### src/rtl/bcd_sci_counter_pkg.sv
// Shared digit codes and helpers for the BCD scientific-notation counter.
// BCD_E is the code the display path places in the 'E' position.
package bcd_sci_counter_pkg;

  localparam logic [3:0] BCD_0 = 4'h0;
  localparam logic [3:0] BCD_9 = 4'h9;
  localparam logic [3:0] BCD_E = 4'hE;

  function automatic logic [3:0] bcd_succ(input logic [3:0] d);
    return (d == BCD_9) ? BCD_0 : d + 4'd1;
  endfunction

endpackage

### src/rtl/bcd_digit.sv
// One decimal digit of the count chain; q_next is exposed so the readout logic
// can register values that stay coherent with the count.
module bcd_digit
  import bcd_sci_counter_pkg::*;
(
  input  logic       clk,
  input  logic       rst,
  input  logic       cin,
  input  logic       clr,
  output logic [3:0] q,
  output logic [3:0] q_next,
  output logic       cout
);

  logic [3:0] q_reg;

  always_comb begin
    q_next = q_reg;
    if (clr)
      q_next = BCD_0;
    else if (cin)
      q_next = bcd_succ(q_reg);
  end

  assign cout = cin & (q_reg == BCD_9);
  assign q    = q_reg;

  always_ff @(posedge clk) begin
    if (!rst)
      q_reg <= BCD_0;
    else
      q_reg <= q_next;
  end

endmodule

### src/rtl/bcd_sci_counter.sv
// N-digit BCD event counter with registered mantissa/exponent readout.
// Define BCD_CNT_SAT_EN to saturate at all-9s with a sticky ovf; default wraps.
module bcd_sci_counter
  import bcd_sci_counter_pkg::*;
#(
  parameter int NUM_DIGITS  = 11,
  parameter int MANT_DIGITS = 2
) (
  input  logic                     clk,
  input  logic                     rst,
  input  logic                     inc,
  input  logic                     clr,
  output logic [4*NUM_DIGITS-1:0]  count_bcd,
  output logic [4*MANT_DIGITS-1:0] mant_bcd,
  output logic [3:0]               exp_bcd,
  output logic                     ovf
);

  localparam int EXP_MAX = NUM_DIGITS - MANT_DIGITS;

  generate
    if (NUM_DIGITS < 2 || NUM_DIGITS > 16 || MANT_DIGITS < 1 ||
        MANT_DIGITS >= NUM_DIGITS || EXP_MAX > 9) begin : g_bad_params
      $error("bcd_sci_counter: illegal NUM_DIGITS/MANT_DIGITS combination");
    end
  endgenerate

  logic [NUM_DIGITS:0]         carry;
  logic [NUM_DIGITS-1:0]       nine;
  logic [4*NUM_DIGITS-1:0]     next_flat;
  logic                        all_nine;
  logic                        ovf_hit;
  logic                        ovf_next;
  logic                        ovf_reg;
  logic [4:0]                  msd;
  logic [3:0]                  exp_next;
  logic [3:0]                  exp_reg;
  logic [4*MANT_DIGITS-1:0]    mant_next;
  logic [4*MANT_DIGITS-1:0]    mant_reg;
  logic [4*MANT_DIGITS-1:0]    mant_cand [EXP_MAX+1];

  assign all_nine = &nine;

`ifdef BCD_CNT_SAT_EN
  assign carry[0] = inc & ~all_nine;
`else
  assign carry[0] = inc;
`endif

  genvar gi;
  generate
    for (gi = 0; gi < NUM_DIGITS; gi++) begin : g_digit
      bcd_digit u_digit (
        .clk    (clk),
        .rst    (rst),
        .cin    (carry[gi]),
        .clr    (clr),
        .q      (count_bcd[4*gi +: 4]),
        .q_next (next_flat[4*gi +: 4]),
        .cout   (carry[gi+1])
      );
      assign nine[gi] = (count_bcd[4*gi +: 4] == BCD_9);
    end

    for (gi = 0; gi <= EXP_MAX; gi++) begin : g_mant
      assign mant_cand[gi] = next_flat[4*gi +: 4*MANT_DIGITS];
    end
  endgenerate

  // Wrap carries out of the top digit; in saturating mode the inc is blocked instead.
  assign ovf_hit = carry[NUM_DIGITS] | (inc & all_nine);

`ifdef BCD_CNT_SAT_EN
  assign ovf_next = ~clr & (ovf_reg | ovf_hit);
`else
  assign ovf_next = ~clr & ovf_hit;
`endif

  always_comb begin
    msd = 5'd0;
    for (int i = 0; i < NUM_DIGITS; i++)
      if (next_flat[4*i +: 4] != BCD_0)
        msd = 5'(i);
    exp_next = 4'd0;
    if (msd > 5'(MANT_DIGITS - 1))
      exp_next = 4'(msd - 5'(MANT_DIGITS - 1));
    mant_next = mant_cand[0];
    for (int e = 0; e <= EXP_MAX; e++)
      if (exp_next == 4'(e))
        mant_next = mant_cand[e];
  end

  always_ff @(posedge clk) begin
    if (!rst) begin
      ovf_reg  <= 1'b0;
      exp_reg  <= 4'd0;
      mant_reg <= '0;
    end else begin
      ovf_reg  <= ovf_next;
      exp_reg  <= exp_next;
      mant_reg <= mant_next;
    end
  end

  assign ovf      = ovf_reg;
  assign exp_bcd  = exp_reg;
  assign mant_bcd = mant_reg;

endmodule

### config.mk
export PLATFORM = sky130hd
export DESIGN_NAME = bcd_sci_counter
export DESIGN_NICKNAME = d
export VERILOG_FILES = /design/src/rtl/bcd_sci_counter_pkg.sv /design/src/rtl/bcd_digit.sv /design/src/rtl/bcd_sci_counter.sv
export SDC_FILE = /design/constraint.sdc
export NUM_CORES = 1
export LEC_CHECK = 0
export CORE_ASPECT_RATIO = 2
export CORE_MARGIN = 10
export CORE_UTILIZATION = 45
export CTS_CLUSTER_DIAMETER = 120
export DETAILED_ROUTE_END_ITERATION = 8
export PLACE_DENSITY = 0.7
export SLEW_MARGIN = 5
export SYNTH_ARGS = -nofsm -noshare
export SYNTH_HDL_FRONTEND = slang
export SYNTH_SLANG_ARGS = --single-unit
### constraint.sdc
create_clock -name clk -period 5.25 [get_ports clk]
set_input_delay 1.05 -clock clk [delete_from_list [all_inputs] [get_ports clk]]
set_output_delay 1.05 -clock clk [all_outputs]
set_load 0.02 [all_outputs]
# After elaboration in Yosys (flattened, before gate mapping)
# Index checks and enable logic that the tools add are counted.
[totals]
ff_bits = 57
inputBits = 4
out_inout_bits = 57
elab_cells = 126
[op_classes]
n_addsub = 12
order_cmp = 1
n_eq_ne = 20
n_mux = 53
bitwise = 15
n_reduce_logical = 11
[op_table]
columns = ["op", "count"]
rows = [
  ["$mux W4", 34],
  ["$mux W8", 9],
  ["$eq A4 B4 Y1 const B", 13],
  ["$mux W5", 9],
  ["$add A4 B1 Y4 const B", 11],
  ["$reduce_bool A4 Y1", 10],
  ["$eq A4 B3 Y1 const B", 4],
  ["$and A1 B1 Y1", 13],
  ["$reduce_and A11 Y1", 1],
  ["$eq A4 B2 Y1 const B", 2],
  ["$gt A5 B1 Y1 const B", 1],
  ["$eq A4 B1 Y1 const B", 1],
  ["$sub A4 B1 Y4 const B", 1],
  ["$mux W1", 1],
  ["$not A1 Y1", 1],
  ["$or A1 B1 Y1", 1],
]

# Depth between registers and ports, before layout
[logic_depth]
depth_word = 27
ltp_mapped = 22
mapped_depth_nobuf = 18

# Modules after synthesis
# A second synthesis with hierarchy kept.
[unflattened]
hier_cells = 478
hier_area_um2 = 3925.0
[modules_own_cells]
columns = ["mod", "instances", "cells_per_inst", "area_per_inst_um2", "seq_area_each_um2"]
rows = [
  ["bcd_digit", 11, 25, 202.7, 80.1],
  ["bcd_sci_counter", 1, 203, 1695.4, 260.2],
]

# Least setup slack after synthesis
# OpenSTA, ideal clock, no wires.
[synth_timing]
path_kind = "input to register"
startpoint = "input port inc"
endpoint = "register mant_reg[0], in the netlist mant_bcd[0]"
setup_ns = 0.095
t_arrival_ns = 5.173
required_time_ns = 5.155
slack_ns = -0.018
path_stages = 19
n_path_buf = 4
path_cell_list = "nand4b_4 or2_1 buf_6 nor4_4 mux2i_1 nand2b_1 a221oi_4 o21bai_1 buf_2 buf_6 ha_1 inv_1 or4_1 a211o_1 buf_4 mux2i_1 nor3_2 o21ai_1 a221oi_1"
[synth_via]
elab_chain_cells = 26
elab_cells_between_ends = 73
classes_between = "1 x add/sub; 1 x order compare; 9 x eq/ne; 42 x mux; 10 x bitwise; 10 x reduce/logical"
[synth_lines]
columns = ["item", "line_no", "source"]
rows = [
  ["start, declared", "bcd_sci_counter.sv:11", "input logic inc,"],
  ["$and A1 B1 Y1", "bcd_digit.sv:25", "assign cout = cin & (q_reg == BCD_9);"],
  ["$mux W4 / $and A1 B1 Y1 (equally long branches)", "bcd_digit.sv:21, bcd_digit.sv:25", ""],
  ["$mux W4, or another cell as far along", "bcd_digit.sv:19", "if (clr)"],
  ["$reduce_bool A4 Y1, or another cell as far along", "bcd_sci_counter.sv:82", "if (next_flat[4*i +: 4] != BCD_0)"],
  ["$mux W1, or another cell as far along", "bcd_sci_counter.sv:82", ""],
  ["$mux W5, or another cell as far along (7 in a row)", "bcd_sci_counter.sv:82", ""],
  ["$mux W5 / $reduce_bool A4 Y1 (equally long branches)", "bcd_sci_counter.sv:82", ""],
  ["$mux W5", "bcd_sci_counter.sv:82", ""],
  ["$sub A4 B1 Y4 / $gt A5 B1 Y1 (equally long branches)", "bcd_sci_counter.sv:86, bcd_sci_counter.sv:85", ""],
  ["$mux W4", "bcd_sci_counter.sv:85", "if (msd > 5'(MANT_DIGITS - 1))"],
  ["$eq A4 B1 Y1", "bcd_sci_counter.sv:89", "if (exp_next == 4'(e))"],
  ["$mux W8 (8 in a row)", "bcd_sci_counter.sv:89", ""],
  ["$mux W8 *", "bcd_sci_counter.sv:89", ""],
  ["end signal, assigned", "bcd_sci_counter.sv:101", "mant_reg <= mant_next;"],
  ["end, declared", "bcd_sci_counter.sv:39", "logic [4*MANT_DIGITS-1:0] mant_reg;"],
]
# Mark *: on every way between the ends. The rest lies on a longest branch, timed or not.
# A chain may end at the register's enable or synchronous reset.

# Final worst setup path
# Ends and elaborated chain as after synthesis.

==> out/qor.json <==
{
  "outcome": {
    "outcome": "finished clean"
  },
  "detailed_routing": {
    "drt-met1-wl_mm": 5.792,
    "routed-wl-met3_um": 761,
    "via_count": 4944,
    "postRouteWirelength_mm": 17.54,
    "remaining_design_rule_violation_count": 0,
    "antenna_violating_nets_post_route": 0,
    "post_drt_via_cell_ratio": 5.993,
    "drt_first_iter_violations": 346,
    "route.detailed.wl_per_inst_um": 21.27,
    "route.top_layer_used": "met4",
    "met2_wire_len_mm": 9.221,
    "drt-pass1-iter-count": 5
  },
  "job": {
    "cap_violations": 0
  },
  "placement": {
    "gp_congestion": 0.9675,
    "dpl_cell_area_um2": 5588,
    "detailed_place_hpwl_mm": 13.98,
    "placed_cells": 807,
    "port-buffer-count": 60
  },
  "global_routing": {
    "grtUsageTotal": 0.2418,
    "largest_net_degree_at_the_start_of_global_routing": 24,
    "first_global_vias": 5067,
    "antenna_found_initial": 0,
    "grt_pass1_wl_mm": 27.54,
    "grt-ovfl-total": 0
  },
  "setup_path": {
    "timing.critical_path.arrival_ns": 5.20,
    "crit_path_max_incr_delay_ns": 0.52,
    "critical_path_sink_type": "flop",
    "launch_point_of_the_worst_reg_to_reg_path": "g_digit[3].u_digit.q[3]$_SDFF_PN0_",
    "reg2regPathDepth": 16,
    "cp-start-kind": "input pin",
    "path_cells": "dlymetal6s2s_1 -> nand4b_4 -> or2_4 -> buf_4 -> buf_4 -> nor3_4 -> buf_4 -> nand2_2 -> mux2_4 -> o21bai_2 -> buf_4 -> ha_1 -> buf_4 -> or4_1 -> a211o_1 -> mux2i_1 -> nor3_2 -> o21ai_1 -> a221oi_2",
    "critical_path.most_common_cell": "sky130_fd_sc_hd__buf_4",
    "crit_required_ns": 5.47,
    "critical_path.slowest_cell": "sky130_fd_sc_hd__or4_1",
    "crit_path_max_fanout": 7,
    "type_of_the_worst_setup_path": "in2reg",
    "rrSetupSlack_ns": 0.48,
    "r2r_end": "mant_bcd[0]$_SDFF_PN0_"
  },
  "sta": {
    "period_needed_ns": 4.981,
    "setup_total_negative_slack_ns": 0,
    "slew-limit-headroom": 0.6483,
    "worstMarginPinSlew_ns": 0.5129,
    "timing.final.max_slew_violations": 0,
    "achievable-frequency_ghz": 0.2008,
    "hold_violation_total_from_the_final_report": 0,
    "setup_repair_after_global_routing_missed_its_margin": "false",
    "layout_worst_path_cycle_share": 0.9488,
    "fin_skew_ns": 0.004729,
    "report.final.setup_viol": 0
  },
  "finish": {
    "ratio_of_cells_with_drive_above_1_in_the_final_layout": 0.2237,
    "layout-area-overhead-vs-synth_pct": 36.20,
    "final_design_area_no_fill_um2": 6021,
    "largest_reg_flops": 44,
    "stdcell_count": 825,
    "final_net_count": 694,
    "diodes": 0
  },
  "floorplan": {
    "chipHeight_um": 160.2,
    "die_x_um": 90.09,
    "fp-row-count": 51,
    "core_area_um2": 9699,
    "design.die.area_um2": 14430,
    "initial_util": 0.4558,
    "ioPinCount": 61
  },
  "min_path": {
    "hold_path.startpoint": "g_digit[10].u_digit.q[3]$_SDFF_PN0_",
    "min_delay_worst_endpoint": "g_digit[10].u_digit.q[3]$_SDFF_PN0_",
    "min_path_type": "reg2reg",
    "min_delay_path_depth": 2
  },
  "pwr": {
    "part_of_the_power_in_registers": 0.383,
    "power_leakage_nw": 2.347,
    "irDropWorstVdd_mv": 0.1472,
    "power.internal_uw": 887.5,
    "gate_power_share": 0.037,
    "netSwitchingFraction": 0.2198,
    "power_density_nw_per_um2": 188.9,
    "clock_share_of_power": 0.580,
    "power.net_switching_uw": 250.0
  },
  "cts": {
    "htree_levels": 3,
    "cts_clk_pin_slew_worst_paths_ns": 0.05,
    "later_pin_clock_latency_in_the_skew_report_ns": 0.34,
    "cts_tree": "yes",
    "cts.root.buffer_cell": "sky130_fd_sc_hd__clkbuf_16",
    "ctsHoldBuffers": 0,
    "maximum_clock_insertion_buffer_count": 2,
    "clkSinkCount": 57,
    "tritoncts.num_buffers": 9
  },
  "yosys": {
    "netlist_area_um2": 4420,
    "synth-seq-area-share": 0.2581,
    "synth_nets": 577,
    "synth_edf_count": 0,
    "yosys_reg_bits": 57,
    "synth_async_sr_flop_share": 0,
    "synthDistinctLibCells": 85,
    "avgSynthCellArea_um2": 7.742,
    "synthesis.instances": 571,
    "yosys_most_used_dff": "sky130_fd_sc_hd__dfxtp_1",
    "synth-warning-count": 0
  }
}
==> area by class of cell <==
type / count / area [um2]
Clock buffer: 12 / 256.5
Clock inverter: 4 / 75.07
Fill cell: 914 / 3679
Inverter: 9 / 33.78
Multi-Input combinational cell: 471 / 3151
Sequential cell: 57 / 1141
Tap cell: 132 / 165.2
Timing Repair Buffer: 140 / 1199
==> through the flow <==
stage / util / hold WS [ns] / total power [mW] / setup WS [ns]
2_1_floorplan: - / 0.6128 / 0.4658 / 0.04852
3_3_place_gp: 0.5761 / 0.5519 / 0.4848 / -0.5311
3_5_place_dp: 0.5761 / 0.5746 / 0.4849 / -0.5282
4_1_cts: 0.6127 / 0.5820 / 1.143 / -0.002708
5_1_grt: 0.6207 / 0.6338 / 1.163 / 0.1651
6_report: 0.6207 / 0.5836 / 1.137 / 0.2690
==> logic make-up (layout without fill, tap and decap cells) <==
family,after synthesis,in the layout,synth area share
adder cells (fa/ha/maj),2,2,0.005660
AO/OA/AOI/OAI,127,127,0.1990
buffers and inverters,43,165,0.04812
XOR/XNOR,32,32,0.06340
AND/OR/NAND/NOR,290,290,0.3762
multiplexers,20,20,0.04953
flip-flops,57,57,0.2581
==> worst max path at each step <==
stage	slack [ns]	end	startpoint	cells past startpoint
final	0.27	mant_bcd[0]$_SDFF_PN0_	inc	19
after global routing	0.17	mant_bcd[0]$_SDFF_PN0_	inc	19
after CTS	-0.003	mant_bcd[0]$_SDFF_PN0_	inc	18
after detailed placement	-0.53	mant_bcd[0]$_SDFF_PN0_	inc	18
after global placement	-0.53	mant_bcd[0]$_SDFF_PN0_	inc	20
after floorplan	0.05	mant_bcd[0]$_SDFF_PN0_	inc	19
==> power groups by stage <==
stage | registers (mW) | logic, mW | clock network [mW]
final | 0.435 | 0.0421 | 0.660
after global routing | 0.435 | 0.0443 | 0.683
after CTS | 0.435 | 0.0411 | 0.666
after detailed placement | 0.444 | 0.0405 | 0
after global placement | 0.444 | 0.0404 | 0
after floorplan | 0.445 | 0.0204 | 0
==> Yosys cell counts, types with 3 or more instances <==
master                     number  area share
sky130_fd_sc_hd__mux2_2         3      0.0076
sky130_fd_sc_hd__nor2b_1       22       0.031
sky130_fd_sc_hd__nand3_1       28       0.032
sky130_fd_sc_hd__nor3b_1       11       0.019
sky130_fd_sc_hd__nor2_1        64       0.054
sky130_fd_sc_hd__nand2_1       48       0.041
sky130_fd_sc_hd__nor4_1         8       0.011
sky130_fd_sc_hd__or3_1          6      0.0085
sky130_fd_sc_hd__a21oi_1       33       0.037
sky130_fd_sc_hd__a221oi_1       4      0.0079
sky130_fd_sc_hd__o21ai_0       32       0.036
sky130_fd_sc_hd__buf_6          5       0.013
sky130_fd_sc_hd__o21bai_1       3      0.0051
sky130_fd_sc_hd__nand2b_1       5      0.0071
sky130_fd_sc_hd__a31oi_1        9       0.013
sky130_fd_sc_hd__o31ai_1        4      0.0068
sky130_fd_sc_hd__a211oi_1       4      0.0068
sky130_fd_sc_hd__nor4_4         3       0.014
sky130_fd_sc_hd__mux2i_1       14       0.032
sky130_fd_sc_hd__and2_1        14       0.020
sky130_fd_sc_hd__o211ai_1       7       0.012
sky130_fd_sc_hd__inv_1          7      0.0059
sky130_fd_sc_hd__xnor2_1       14       0.028
sky130_fd_sc_hd__xor2_1        18       0.036
sky130_fd_sc_hd__buf_2          5      0.0057
sky130_fd_sc_hd__or4_1          5      0.0085
sky130_fd_sc_hd__nor3_1        36       0.041
sky130_fd_sc_hd__mux2_4         3       0.010
sky130_fd_sc_hd__clkbuf_1      22       0.019
sky130_fd_sc_hd__dfxtp_1       57        0.26
sky130_fd_sc_hd__nand4_1        7      0.0099
==> cells in the final DEF (no fill, tap or decap), drive strengths merged, types with 4 or more instances in the layout <==
master	n
buf	81
nor2	66
clkdlybuf4s50	58
dfxtp	57
nand2	50
nor3	38
a21oi	34
o21ai	34
nand3	28
nor2b	24
xor2	18
and2	15
xnor2	14
mux2i	14
nor3b	12
clkbuf	12
nor4	12
a31oi	10
nand4	8
o211ai	8
inv	7
or3	7
nand2b	6
mux2	6
a221oi	6
or4	5
a211oi	4
o31ai	4
or2	4
==> timing repair <==
item / 4_1_cts / 5_1_grt
endpoints found under the setup margin: 4 / 8
pin swaps: 2 / 8
buffers inserted: 1 / 1
gates resized for setup: 5 / 16
==> per-layer routing <==
metal	vias up	track usage
met2	192	0.4426
met4	0	0.2242
met1	2345	0.2102
met5	-	0
li1	2317	-
met3	90	0.05446
==> worst max-delay path, delay by kind of cell <==
family,cells,cell delay [ns]
AND/OR/NAND/NOR,6,1.43
AO/OA/AOI/OAI,4,1.06
buffers and inverters,6,0.99
multiplexers,2,0.47
adder cells (fa/ha/maj),1,0.21
(Power assumes the default switching activity.)
